### config.mk
export PLATFORM = sky130hd
export DESIGN_NAME = mant_mul_seq
export DESIGN_NICKNAME = d
export VERILOG_FILES = /design/src/rtl/fmul_pkg.sv /design/src/rtl/mant_mul_seq.sv
export SDC_FILE = /design/constraint.sdc
export NUM_CORES = 1
export LEC_CHECK = 0
export ABC_AREA = 1
export BUFFER_PORTS_ARGS = -buffer_cell sky130_fd_sc_hd__buf_2
export CORE_MARGIN = 3
export CORE_UTILIZATION = 53
export CTS_CLUSTER_DIAMETER = 30
export DETAILED_ROUTE_END_ITERATION = 10
export GPL_TIMING_DRIVEN = 0
export HOLD_SLACK_MARGIN = 0.05
export PLACE_DENSITY = 0.78
export SYNTH_ARGS = -nofsm -noshare
export SYNTH_HDL_FRONTEND = slang
export SYNTH_SLANG_ARGS = --single-unit
### constraint.sdc
create_clock -name clk -period 2.35 [get_ports clk]
set_clock_uncertainty 0.1 [all_clocks]
set_input_delay 0.1175 -clock clk [delete_from_list [all_inputs] [get_ports clk]]
set_output_delay 0.1175 -clock clk [all_outputs]
set_load 0.01 [all_outputs]
### src/rtl/fmul_pkg.sv
// Shared constants and FSM encoding for the FP16 multiplier datapath.
package fmul_pkg;

   localparam int FRAC_W   = 10;
   localparam int SIG_W    = FRAC_W + 1;
   localparam int PROD_W   = 2 * SIG_W;
   localparam int ITER_CNT = SIG_W;

   typedef enum logic [1:0] {
      IDLE = 2'd0,
      RUN  = 2'd1,
      NORM = 2'd2,
      DONE = 2'd3
   } state_t;

endpackage

### src/rtl/mant_mul_seq.sv
// Radix-2 shift-add significand multiplier with product normalization
// and guard/sticky export for the downstream rounder.
module mant_mul_seq #(
   parameter int FRAC_W = fmul_pkg::FRAC_W
) (
   input  logic              clk,
   input  logic              rst_n,
   input  logic              start,
   input  logic [FRAC_W-1:0] frac_a,
   input  logic [FRAC_W-1:0] frac_b,
   input  logic              a_zero,
   input  logic              b_zero,
   output logic              busy,
   output logic              done,
   output logic [FRAC_W-1:0] frac_out,
   output logic              norm_inc,
   output logic              guard,
   output logic              sticky
);

   import fmul_pkg::*;

   localparam int SW    = FRAC_W + 1;
   localparam int PW    = 2 * SW;
   localparam int CNT_W = $clog2(SW);

   state_t state, state_nx;

   logic [SW-1:0]    sa;
   logic [SW-1:0]    mb;
   logic [PW-1:0]    p;
   logic [CNT_W-1:0] cnt;
   logic [SW:0]      sum;
   logic             last_iter;

   assign sum       = {1'b0, p[PW-1:SW]} + {1'b0, (mb[0] ? sa : '0)};
   assign last_iter = (cnt == CNT_W'(SW - 1));
   assign busy      = (state != IDLE);

   always_ff @(posedge clk or negedge rst_n) begin
      if (!rst_n) state <= IDLE;
      else        state <= state_nx;
   end

   always_comb begin
      state_nx = state;
      unique case (state)
         IDLE: if (start) state_nx = RUN;
         RUN:  if (last_iter) state_nx = NORM;
         NORM: state_nx = DONE;
         DONE: state_nx = IDLE;
         default: state_nx = IDLE;
      endcase
   end

   // A zero operand clears its whole significand so stray fraction
   // bits can never leak into the product.
   always_ff @(posedge clk or negedge rst_n) begin
      if (!rst_n) begin
         sa       <= '0;
         mb       <= '0;
         p        <= '0;
         cnt      <= '0;
         done     <= 1'b0;
         frac_out <= '0;
         norm_inc <= 1'b0;
         guard    <= 1'b0;
         sticky   <= 1'b0;
      end else begin
         done <= (state == NORM);
         unique case (state)
            IDLE: begin
               if (start) begin
                  sa  <= a_zero ? '0 : {1'b1, frac_a};
                  mb  <= b_zero ? '0 : {1'b1, frac_b};
                  p   <= '0;
                  cnt <= '0;
               end
            end
            RUN: begin
               p   <= {sum, p[SW-1:1]};
               mb  <= mb >> 1;
               cnt <= cnt + 1'b1;
            end
            NORM: begin
               if (p[PW-1]) begin
                  norm_inc <= 1'b1;
                  frac_out <= p[PW-2 -: FRAC_W];
                  guard    <= p[PW-2-FRAC_W];
                  sticky   <= |p[PW-3-FRAC_W:0];
               end else begin
                  norm_inc <= 1'b0;
                  frac_out <= p[PW-3 -: FRAC_W];
                  guard    <= p[PW-3-FRAC_W];
                  sticky   <= |p[PW-4-FRAC_W:0];
               end
            end
            DONE: ;
            default: ;
         endcase
      end
   end

endmodule
==> Yosys cells after proc, flatten, opt, wreduce, memory -nomap -nowiden <==
Cells that the tools add are included.
{ "classes": {"add_sub_neg": 2, "n_eq_ne": 6, "mux": 16, "reduce_logical": 8} }
{ "ops": {"columns": ["op", "n"], "rows": [
  ["11-bit two-way mux", 4],
  ["22-bit case mux with 2 select lines", 1],
  ["22-bit two-way mux", 1],
  ["11-bit case mux with 2 select lines", 1],
  ["11-bit by 11-bit adder with 12-bit output", 1],
  ["10-bit two-way mux", 1],
  ["10-bit OR reduction", 1],
  ["9-bit OR reduction", 1],
  ["2-bit case mux with 4 select lines", 1],
  ["4-bit case mux with 2 select lines", 1],
  ["2-bit AND reduction", 3],
  ["4-bit by 1-bit adder with 4-bit output (second input constant)", 1],
  ["2-bit equality test (second input constant)", 2],
  ["4-bit equality test (second input constant)", 1],
  ["2-bit two-way mux", 2],
  ["4-bit two-way mux", 1],
  ["2-bit inequality test (second input constant)", 2],
  ["2-bit nonzero test", 2],
  ["1-bit two-way mux", 3],
  ["2-bit by 1-bit equality test with 1-bit output (second input constant)", 1],
  ["2-bit logical NOT", 1]
]} }
{ "word_totals": {"register_bits": 64, "in_bits": 25, "elab_cells": 42} }

==> Logic depth before layout (Yosys ltp) <==
Gate-level depths: netlist of run 1.
{ "depth": {"depth_word": 3, "depth_mapped": 14} }

==> Worst setup path after synthesis of run 1 <==
No wires, ideal clock.
{ "synth_path": {"path_kind": "reg-to-reg", "from": "register mb[0]", "to": "register p[16]", "setup_ns": 0.117, "t_arrival_ns": 1.792, "required_time_ns": 2.133, "setup_slack_ns": 0.342, "path_stages_with_launch": 14, "n_path_buf": 1, "period_less_slack_ns": 2.008, "path_cell_list": "dfrtp_1 clkbuf_1 nand2_1 inv_1 ha_1 fa_1 nand2_1 nand3_1 nand2_1 inv_1 nand2_1 nand3b_1 nand3_2 nand2_1"} }
{ "synth_via": {"elab_chain_cells": 3} }
{ "synth_rtl": {"columns": ["element", "line_no", "source"], "rows": [
  ["from (decl)", "mant_mul_seq.sv:30", "logic [SW-1:0] mb;"],
  ["from (signal assigned)", "mant_mul_seq.sv:75", "mb <= b_zero ? '0 : {1'b1, frac_b};"],
  ["from (signal assigned)", "mant_mul_seq.sv:82", "mb <= mb >> 1;"],
  ["11-bit two-way mux", "mant_mul_seq.sv:36", "assign sum = {1'b0, p[PW-1:SW]} + {1'b0, (mb[0] ? sa : '0)};"],
  ["11-bit by 11-bit adder with 12-bit output", "mant_mul_seq.sv:36", null],
  ["22-bit case mux with 2 select lines", "mant_mul_seq.sv:71", "unique case (state)"],
  ["to (signal assigned)", "mant_mul_seq.sv:81", "p <= {sum, p[SW-1:1]};"],
  ["to (decl)", "mant_mul_seq.sv:31", "logic [PW-1:0] p;"]
]} }
No other way between the ends.
A chain may end at the register's enable or synchronous reset.

==> Final worst setup path of run 1 <==
Same ends and word-level chain as after synthesis.

==> results of run 1 <==
path summary, 6_finish.rpt:
check | start | endpoint | slack, ps | cells after the start
hold / removal | frac_b[8] | mb[8] | 70 | 5
setup reg to reg | mb[0] | p[16] | 230 | 12
min in group asynchronous | rst_n | mb[4] | 280 | 2
hold reg to reg | frac_out[9] | frac_out[9] | 380 | 2
max in group asynchronous | rst_n | mb[0] | 1310 | 2
setup / recovery | mb[0] | p[16] | 230 | 12
per-layer routing:
metal  up-vias  share of wire (%)
met3         7                4.9
met4         0                1.0
met5         -                  0
met1      1348                 47
met2        59                 47
li1       1528                  -
cells in the final DEF (no fill, tap or decap), types with 3 or more instances in the layout:
cell type,n
nand3_1,7
o21ai_2,7
buf_2,41
dfrtp_1,63
o21ai_0,36
clkbuf_1,7
inv_2,3
nand4_1,3
nand2_1,118
nor3_1,4
o22ai_1,17
nor2_1,28
nand3_2,5
buf_6,5
o21ai_1,12
clkbuf_8,9
a21oi_1,10
ha_1,16
dlygate4sd3_1,20
nand3b_1,3
inv_1,69
worst max-delay path, delay by kind of cell (launching register included):
kind | cells | cell delay [ps]
adders and majority gates | 2 | 660
buffers and inverters | 2 | 130
DFF | 1 | 480
and+or+nand+nor | 8 | 640
power breakdown:
group	internal, W	switching [W]	total, W
logic	0.000728	0.00111	0.00184
registers	0.00151	0.000274	0.00178
clock network	0.000490	0.000417	0.000907
registers in the layout, summed over array words and instances (netlist names):
| register | cells |
|---|---|
| state | 2 |
| p | 22 |
| done | 1 |
| guard | 1 |
| frac_out | 10 |
| cnt | 4 |
| sa | 11 |
| norm_inc | 1 |
| sticky | 1 |
| mb | 11 |
repair_timing:
action,in CTS,in global routing
resized for setup,0,1
hold endpoints to repair,70,0
hold buffers,20,0
endpoints found under the setup margin,0,2
cells by family after synthesis:
| family | share of synthesized area (%) |
|---|---|
| and+or+nand+nor | 21.8 |
| AOI/OAI and AO/OA | 14.5 |
| xor gates and xnor gates | 0.504 |
| adders and majority gates | 6.33 |
| buffers and inverters | 10.9 |
| DFF | 46.0 |
final cells by class:
class,instances,area [um2],area share [%]
clock buffer,11,131,3.16
multi-input combinational,283,1500,36.1
tap,75,93.8,2.26
timing repair buffer,59,398,9.57
sequential,64,1600,38.6
clock inverter,5,57.6,1.38
inverter,73,277,6.65
buffer,14,97.6,2.35
metrics by stage:
step	hold WS [ps]	setup slack (ps)	instance area [um2]	utilization (%)	power, W
after floorplan	-278	342	3480	-	0.00309
after global placement	254	130	3770	61.4	0.00353
after detailed placement	257	110	3770	61.4	0.00361
after CTS	50.6	77.4	4160	67.8	0.00457
after global routing	70.4	58.4	4160	67.8	0.00493
final	72.8	229	4160	67.8	0.00452
==> results.md, run 1 <==
- First-pass GRT wire length: 12.8 mm
- Growth of design area from synthesis to finish: 19.5%
- Overflow after GRT: 0
- Max-slew headroom: 47.5%
- Number of rows in the core area: 28
- Critical-path cell with the highest stage delay: dfrtp_2
- FILL cells: 531
- Most numerous cell in the Yosys netlist: nand2_1
- Most area-consuming cells after synthesis: dfrtp_1 46%, nand2_1 13%, inv_1 7.4%
- Kind of end point of the critical path: register
- Summed negative setup slack over all endpoints: 0 ps
- Peak clock frequency supported by timing: 471 MHz
- Number of setup violations in the final report: 0
- Worst-path maximum fanout: 12
- Total power density per cell area: 1090 nW/um2
- Clock latency on the worst-skew pair: 340 ps
- Wire per inst: 12.1 um
- Antenna Violating Nets Remaining: 0
- Largest voltage drop on the vdd net: 0.745 mV
- Sequential fraction of the synthesis area: 46.0%
- Starting density of the core: 56.7%
- Placer Congestion: 0.949
- Die Wd: 87.0 um
- Result of the run: completed
- Area share of the largest cell type after synthesis: 46.0%
- Post-route DRC: 0
- Crit path launch type: register
- Critical path start-end classification: register to register
- Share of cells above drive strength 1: 16.9%
- Std-Cell Core Area: 6130 um2
- Endpoint arrival time on the critical path: 2250 ps
- Max-slew violations: 0
- Actual slew at the worst max-slew pin: 787 ps
- Final cell count without fillers: 584
- Post-detailed-route via-to-cell ratio: 5.04
- Cell count after placement: 549
- Die Span Y: 87.0 um
- Final critical path time including I/O delays and setup: 2120 ps
- Mapped cell area: 3480 um2
- Synthesized instance count: 435
- Final count of hold timing violations: 0
- Maximum number of pins on one net before global-route repair: 65
- Max-cap check violation count: 0
- CTS H-Tree Depth: 3
- Fraction of the cycle the final worst path needs: 90.3%
- Total of buffers placed on input and output ports: 39
- Buffers inserted by post-CTS timing repair: 0
- Detailed placement HPWL: 5.17 mm
- Ports placed on the boundary: 40
- Count of antenna diodes in the layout: 0
- Number of antenna violations at the first check in global routing: 0
- CP most frequent cell: nand2_1
- Dominant synthesized flop cell: dfrtp_1
- Die Outline Area: 7570 um2
- Met2 Resource Use GR: 34.8%
- Biggest cell delay along the critical path: 480 ps
- Net count of the mapped netlist: 477
- Sinks on Clock Net: 64
- Synth Register Bits: 64
- Syn avg cell area: 8.00 um2
- Required @ worst endpoint: 2480 ps
- Clock Tree Root: clkbuf_8
- Number of DRC markers after the initial detailed-route iteration: 177
- Nets@finish: 546
- Total clock buffers created by CTS: 9
- Most used routing layer: met2
- CTS tree: yes
- Critical path, cell by cell: nand2_1 > inv_1 > ha_1 > fa_1 > nand2_1 > nand3_1 > nand2_1 > inv_1 > nand2_1 > nand3b_1 > nand3_2 > nand2_1
- Top post-synthesis cells by count: 118 x nand2_1, 69 x inv_1, 64 x dfrtp_1
- Number of global-route vias before repair: 2875
- EDFF count, synth: 0
- Cell type contributing the most total cell area after synthesis: dfrtp_1
- Total iterations of the first detailed-routing run: 4
- Routed WL: 7.06 mm
- Routing usage on met1: 28.1%
- Number of different library cells in the post-synthesis netlist: 35
- Met3 global-route usage: 6.53%
- Synth async-reset ratio: 100%
- Clock edge transition at the registers on the reported setup and hold paths: 70 ps
- Leak: 2.28 nW
- RSZ-0062 raised after global routing: no
- Type of the tightest min-delay check: input pin to register
- Total Routing Usage GR: 21.5%
- Routed vias: 2942
- Warnings, synthesis: 0
- Clk buf depth: 2
(Power assumes the default switching activity.)
==> run 2: changes to the inputs <==
--- a/config.mk
+++ b/config.mk
@@ -15,4 +15,5 @@
 export HOLD_SLACK_MARGIN = 0.05
 export PLACE_DENSITY = 0.78
+export SKIP_CTS_REPAIR_TIMING = 1
 export SYNTH_ARGS = -nofsm -noshare
 export SYNTH_HDL_FRONTEND = slang
==> constraint.sdc (replaced) <==
create_clock -name clk -period 2.35 [get_ports clk]
set_clock_uncertainty 0.1 [all_clocks]
set_input_delay 0 -clock clk [delete_from_list [all_inputs] [get_ports clk]]
set_output_delay 0 -clock clk [all_outputs]
set_load 0.01 [all_outputs]
==> results.md, run 2 (synthesized netlist as in run 1, its figures left out) <==
- Sinks on Clock Net: 64 (unchanged)
- Wire per inst: 12.2 um (was 12.1 um)
- Die Outline Area: 7570 um2 (unchanged)
- Clock edge transition at the registers on the reported setup and hold paths: 70 ps (about the same)
- Critical path start-end classification: register to register (unchanged)
- Placer Congestion: 0.949 (unchanged)
- Flip-flop count of the largest register, all copies and words added: 22 (unchanged)
- R2R Path End: sa[3] (was p[16])
- Total power density per cell area: 1080 nW/um2 (was 1090 nW/um2)
- Post-placement worst setup slack: 110 ps (unchanged)
- Routed WL: 7.19 mm (was 7.06 mm)
- Number of rows in the core area: 28 (unchanged)
- Max-cap check violation count: 0 (unchanged)
- Die Wd: 87.0 um (unchanged)
- Max-slew headroom: 47.5% (about the same)
- Number of antenna violations at the first check in global routing: 0 (unchanged)
- Path depth of the worst reg2reg path: 7 (was 12)
- Total Routing Usage GR: 20.9% (was 21.5%)
- Total clock buffers created by CTS: 9 (unchanged)
- Total of buffers placed on input and output ports: 39 (unchanged)
- Final critical path time including I/O delays and setup: 2180 ps (was 2120 ps)
- Largest voltage drop on the vdd net: 0.748 mV (was 0.745 mV)
- Worst setup path startpoint: state[0] (was mb[0])
- FILL cells: 521 (was 531)
- Ports placed on the boundary: 40 (unchanged)
- Post-route DRC: 0 (unchanged)
- Setup ws final: 167 ps (was 229 ps)
- Actual slew at the worst max-slew pin: 788 ps (was 787 ps)
- Crit path launch type: register (unchanged)
- Summed negative setup slack over all endpoints: 0 ps (unchanged)
- Fraction of the cycle the final worst path needs: 92.9% (was 90.3%)
- Startpoint of the most critical register-to-register path: state[0] (was mb[0])
- Share of cells above drive strength 1: 16.7% (was 16.9%)
- First-pass GRT wire length: 12.3 mm (was 12.8 mm)
- Critical path, cell by cell: inv_1 > ha_1 > nand2_2 > or2_1 > buf_6 > o21ai_2 > dlygate4sd3_1 (was nand2_1 > inv_1 > ha_1 > fa_1 > nand2_1 > nand3_1 > nand2_1 > inv_1 > nand2_1 > nand3b_1 > nand3_2 > nand2_1)
- Routed vias: 2980 (was 2942)
- Number of setup violations in the final report: 0 (unchanged)
- Largest delay contributor family on the critical path: buffers and inverters (was adder cells)
- Max-slew violations: 0 (unchanged)
- Post-detailed-route via-to-cell ratio: 5.04 (about the same)
- Biggest regs: p (22), mb (11), sa (11) (unchanged)
- Buf+Inv Stages, Crit Path: 3 (was 2)
- Register-to-register setup slack: 170 ps (was 230 ps)
- Final count of hold timing violations: 0 (unchanged)
- Clock latency on the worst-skew pair: 340 ps (about the same)
- Leading cell type in the layout, fill and taps excluded: nand2_1 (unchanged)
- CTS tree: yes (unchanged)
- Overflow after GRT: 0 (unchanged)
- Nets@finish: 553 (was 546)
- Most frequent cells in the layout: 118 x nand2_1, 69 x inv_1, 63 x dfrtp_1 (unchanged)
- Starting density of the core: 56.7% (unchanged)
- Peak clock frequency supported by timing: 458 MHz (was 471 MHz)
- Number of DRC markers after the initial detailed-route iteration: 155 (was 177)
- Leak: 2.31 nW (was 2.28 nW)
- Register ranked first by flip-flop count: p (unchanged)
- Endpoint arrival time on the critical path: 2360 ps (was 2250 ps)
- Detailed placement HPWL: 5.17 mm (unchanged)
- CTS H-Tree Depth: 3 (unchanged)
- Worst-path maximum fanout: 10 (was 12)
- Type of the tightest min-delay check: input pin to register (unchanged)
- Std-Cell Core Area: 6130 um2 (unchanged)
- Total iterations of the first detailed-routing run: 5 (was 4)
- Kind of end point of the critical path: register (unchanged)
- Critical-path cell with the highest stage delay: dlygate4sd3_1 (was dfrtp_2)
- Cell count along the critical path: 7 (was 12)
- Maximum number of pins on one net before global-route repair: 65 (unchanged)
- Biggest cell delay along the critical path: 550 ps (was 480 ps)
- Die Span Y: 87.0 um (unchanged)
- Required @ worst endpoint: 2530 ps (was 2480 ps)
- Result of the run: completed (unchanged)
- Clock Tree Root: clkbuf_8 (unchanged)
- Count of antenna diodes in the layout: 0 (unchanged)
- Clk buf depth: 2 (unchanged)
- Number of global-route vias before repair: 2781 (was 2875)
- Antenna Violating Nets Remaining: 0 (unchanged)
- Endpoint of the worst setup timing path: sa[3] (was p[16])
- Growth of design area from synthesis to finish: 21.5% (was 19.5%)
==> run 2: area by class of cell <==
cell class,count,area (um2),area share [%]
Buffer,14,97.6,2.31
Clock buffer,11,131,3.11
Clock inverter,5,57.6,1.36
Inverter,73,277,6.54
Multi-Input combinational cell,283,1500,35.5
Sequential cell,64,1600,37.9
Tap cell,75,93.8,2.22
Timing Repair Buffer,66,468,11.1
==> run 2: how the worst min path moves through the flow <==
stage | startpoint | endpoint | slack (ps) | depth (start not counted)
6_report | start | state[1] | 30 | 5
5_1_grt | start | state[1] | 50 | 5
4_1_cts | frac_a[4] | sa[4] | -230 | 3
3_5_place_dp | frac_a[4] | sa[4] | 140 | 3
3_3_place_gp | frac_a[7] | sa[7] | 140 | 3
2_1_floorplan | rst_n | cnt[0] | -400 | 0
==> run 2: per-stage QoR <==
stage	instance area (um2)	utilization [%]	power (W)	hold WS [ps]	instances
6_report	4230	68.9	0.00457	30.0	591
5_1_grt	4230	68.9	0.00498	53.1	591
4_1_cts	3960	64.5	0.00454	-233	565
3_5_place_dp	3770	61.4	0.00361	140	549
3_3_place_gp	3770	61.4	0.00353	136	549
2_1_floorplan	3480	-	0.00309	-396	435
==> run 2: report_power, final <==
part | total (W) | switching [W] | internal [W]
clock | 0.000910 | 0.000420 | 0.000490
combinational | 0.00188 | 0.00112 | 0.000762
sequential | 0.00178 | 0.000274 | 0.00151
total | 0.00457 | 0.00181 | 0.00276
==> run 2: layer usage <==
| metal | vias to the layer above | global-route usage, % | wire length [um] |
|---|---|---|---|
| met4 | 0 | 6.09 | 80 |
| met2 | 59 | 33.3 | 3390 |
| met1 | 1373 | 27.2 | 3380 |
| met3 | 9 | 6.53 | 349 |
| met5 | - | 0 | 0 |
| li1 | 1539 | - | - |
==> run 2: worst min-delay path, stage by stage <==
cell and delay (ps):
buf_2 100, or2_4 130, o21ai_2 70, nor2_1 90
a21oi_1 40
==> run 3: changes to the inputs <==
Settings changed: CORE_UTILIZATION 53 to 33, PLACE_DENSITY 0.78 to 0.55, SLEW_MARGIN from default to 0.
==> results.md, run 3 (synthesized netlist as in run 1, its figures left out) <==
- Kind of end point of the critical path: register (unchanged)
- Result of the run: completed (unchanged)
- Final critical path time including I/O delays and setup: 2220 ps (was 2180 ps)
- Total Routing Usage GR: 13.8% (was 20.9%)
- Total power density per cell area: 1090 nW/um2 (was 1080 nW/um2)
- Sinks on Clock Net: 64 (unchanged)
- Largest voltage drop on the vdd net: 0.384 mV (was 0.748 mV)
- Flip-flop count of the largest register, all copies and words added: 22 (unchanged)
- Die Span Y: 109 um (was 87.0 um)
- Total iterations of the first detailed-routing run: 4 (was 5)
- Post-route design area: 4420 um2 (was 4230 um2)
- First-pass GRT wire length: 12.9 mm (was 12.3 mm)
- Clock Tree Root: clkbuf_8 (unchanged)
- Endpoint arrival time on the critical path: 2400 ps (was 2360 ps)
- Total of buffers placed on input and output ports: 39 (unchanged)
- Count of antenna diodes in the layout: 0 (unchanged)
- Register ranked first by flip-flop count: p (unchanged)
- Biggest regs: p (22), mb (11), sa (11) (unchanged)
- Post-detailed-route via-to-cell ratio: 4.49 (was 5.04)
- Worst hold-check slack: 31.6 ps (was 30.0 ps)
- Clk buf depth: 2 (unchanged)
- Core utilization of the finished layout: 44.2% (was 68.9%)
- Leading cell type in the layout, fill and taps excluded: nand2_1 (unchanged)
- Antenna Violating Nets Remaining: 0 (unchanged)
- Growth of design area from synthesis to finish: 26.9% (was 21.5%)
- Number of rows in the core area: 36 (was 28)
- Std-Cell Core Area: 10000 um2 (was 6130 um2)
- Final count of hold timing violations: 0 (unchanged)
- Number of setup violations in the final report: 0 (unchanged)
- Die Wd: 109 um (was 87.0 um)
- CTS tree: yes (unchanged)
- FILL cells: 1048 (was 521)
- Routed WL: 7.59 mm (was 7.19 mm)
- Peak clock frequency supported by timing: 450 MHz (was 458 MHz)
- Required @ worst endpoint: 2530 ps (about the same)
- Detailed route wirelength on metal2: 3.36 mm (was 3.39 mm)
- Number of DRC markers after the initial detailed-route iteration: 69 (was 155)
- CTS H-Tree Depth: 3 (unchanged)
- Total clock buffers created by CTS: 9 (unchanged)
- Post-route DRC: 0 (unchanged)
- Highest routed layer: met4 (unchanged)
- Critical-path cell with the highest stage delay: dlygate4sd3_1 (unchanged)
- Nets@finish: 561 (was 553)
- Number of antenna violations at the first check in global routing: 0 (unchanged)
- Max-slew headroom: 47.0% (was 47.5%)
- Fraction of the cycle the final worst path needs: 94.6% (was 92.9%)
- Overflow after GRT: 0 (unchanged)
- FF+latch area: 1600 um2 (unchanged)
- Final cell count without fillers: 657 (was 591)
- Biggest cell delay along the critical path: 560 ps (was 550 ps)
- Critical path start-end classification: register to register (unchanged)
- Area of placed instances: 3840 um2 (was 3770 um2)
- Combined area of the multi-input logic cells: 1500 um2 (unchanged)
- Cell count after placement: 607 (was 549)
- Placer Congestion: 0.886 (was 0.949)
- Most frequent cells in the layout: 118 x nand2_1, 69 x inv_1, 63 x dfrtp_1 (unchanged)
- Largest delay contributor family on the critical path: buffers and inverters (unchanged)
- Buf+Inv Stages, Crit Path: 3 (unchanged)
- Max-slew violations: 0 (unchanged)
- Max-cap check violation count: 0 (unchanged)
- Clock latency on the worst-skew pair: 340 ps (about the same)
- Ports placed on the boundary: 40 (unchanged)
- Wl on met1: 3.67 mm (was 3.38 mm)
- Number of global-route vias before repair: 2853 (was 2781)
- Detailed placement HPWL: 5.58 mm (was 5.17 mm)
- Actual slew at the worst max-slew pin: 795 ps (was 788 ps)
- Starting density of the core: 34.8% (was 56.7%)
- Routed vias: 2949 (was 2980)
- Critical path, cell by cell: inv_1 > ha_1 > nand2_2 > or2_1 > buf_6 > o21ai_1 > dlygate4sd3_1 (was inv_1 > ha_1 > nand2_2 > or2_1 > buf_6 > o21ai_2 > dlygate4sd3_1)
- Summed negative setup slack over all endpoints: 0 ps (unchanged)
- Leak: 2.38 nW (was 2.31 nW)
- Type of the tightest min-delay check: input pin to register (unchanged)
- Register-to-register setup slack: 130 ps (was 170 ps)
- Worst-path maximum fanout: 10 (unchanged)
- Crit path launch type: register (unchanged)
- Met3 WL post-DR: 456 um (was 349 um)
- Clock edge transition at the registers on the reported setup and hold paths: 70 ps (about the same)
- Die Outline Area: 11800 um2 (was 7570 um2)
- Maximum number of pins on one net before global-route repair: 65 (unchanged)
- Share of cells above drive strength 1: 17.2% (was 16.7%)
- Wire per inst: 11.5 um (was 12.2 um)
==> run 3: cell types whose count changed in the layout (fill, tap and decap cells not counted), sizes merged <==
| cell | delta |
|---|---|
| dlygate4sd3 | +6 |
| bufinv | +1 |
| buf | +2 |
| clkinv | -1 |
==> run 3: per-layer routing <==
| metal | GRT usage [%] | vias to the layer above |
|---|---|---|
| met2 | 21.4 | 62 |
| met1 | 19.0 | 1325 |
| met5 | 0 | - |
| li1 | - | 1553 |
| met4 | 3.97 | 0 |
| met3 | 3.79 | 9 |
==> run 3: worst min-delay path: stages <==
cell and delay, ps:
buf_2 90, or2_4 130, nand2_4 60, o21ai_0 140
==> run 3: through the flow <==
step           worst slack, ps  power, W
2_1_floorplan              342   0.00309
3_3_place_gp              85.7   0.00360
3_5_place_dp              69.3   0.00365
4_1_cts                   31.0   0.00475
5_1_grt                  -1.68   0.00524
6_report                   126   0.00482
==> run 3: layout make-up <==
class	instances	area share, %
Multi-Input combinational cell	283	33.9
Timing Repair Buffer	74	12.3
Inverter	73	6.26
Buffer	14	2.21
Clock buffer	11	3.43
Sequential cell	64	36.3
Tap cell	133	3.77
Clock inverter	5	1.79
==> run 3: power breakdown <==
part	internal, W	total [W]	switching, W	leakage, nW
sequential	0.00151	0.00177	0.000266	0.852
clock	0.000653	0.00108	0.000423	0.119
combinational	0.000826	0.00197	0.00114	1.40
==> run 3: final timing paths <==
path                       startpoint     endpoint  cells past startpoint
min in group asynchronous       rst_n  frac_out[6]                      2
max                          state[0]        sa[4]                      7
min                             start         p[0]                      4
max in group asynchronous       rst_n        mb[0]                      2
min reg2reg                  norm_inc     norm_inc                      2
max reg2reg                  state[0]        sa[4]                      7
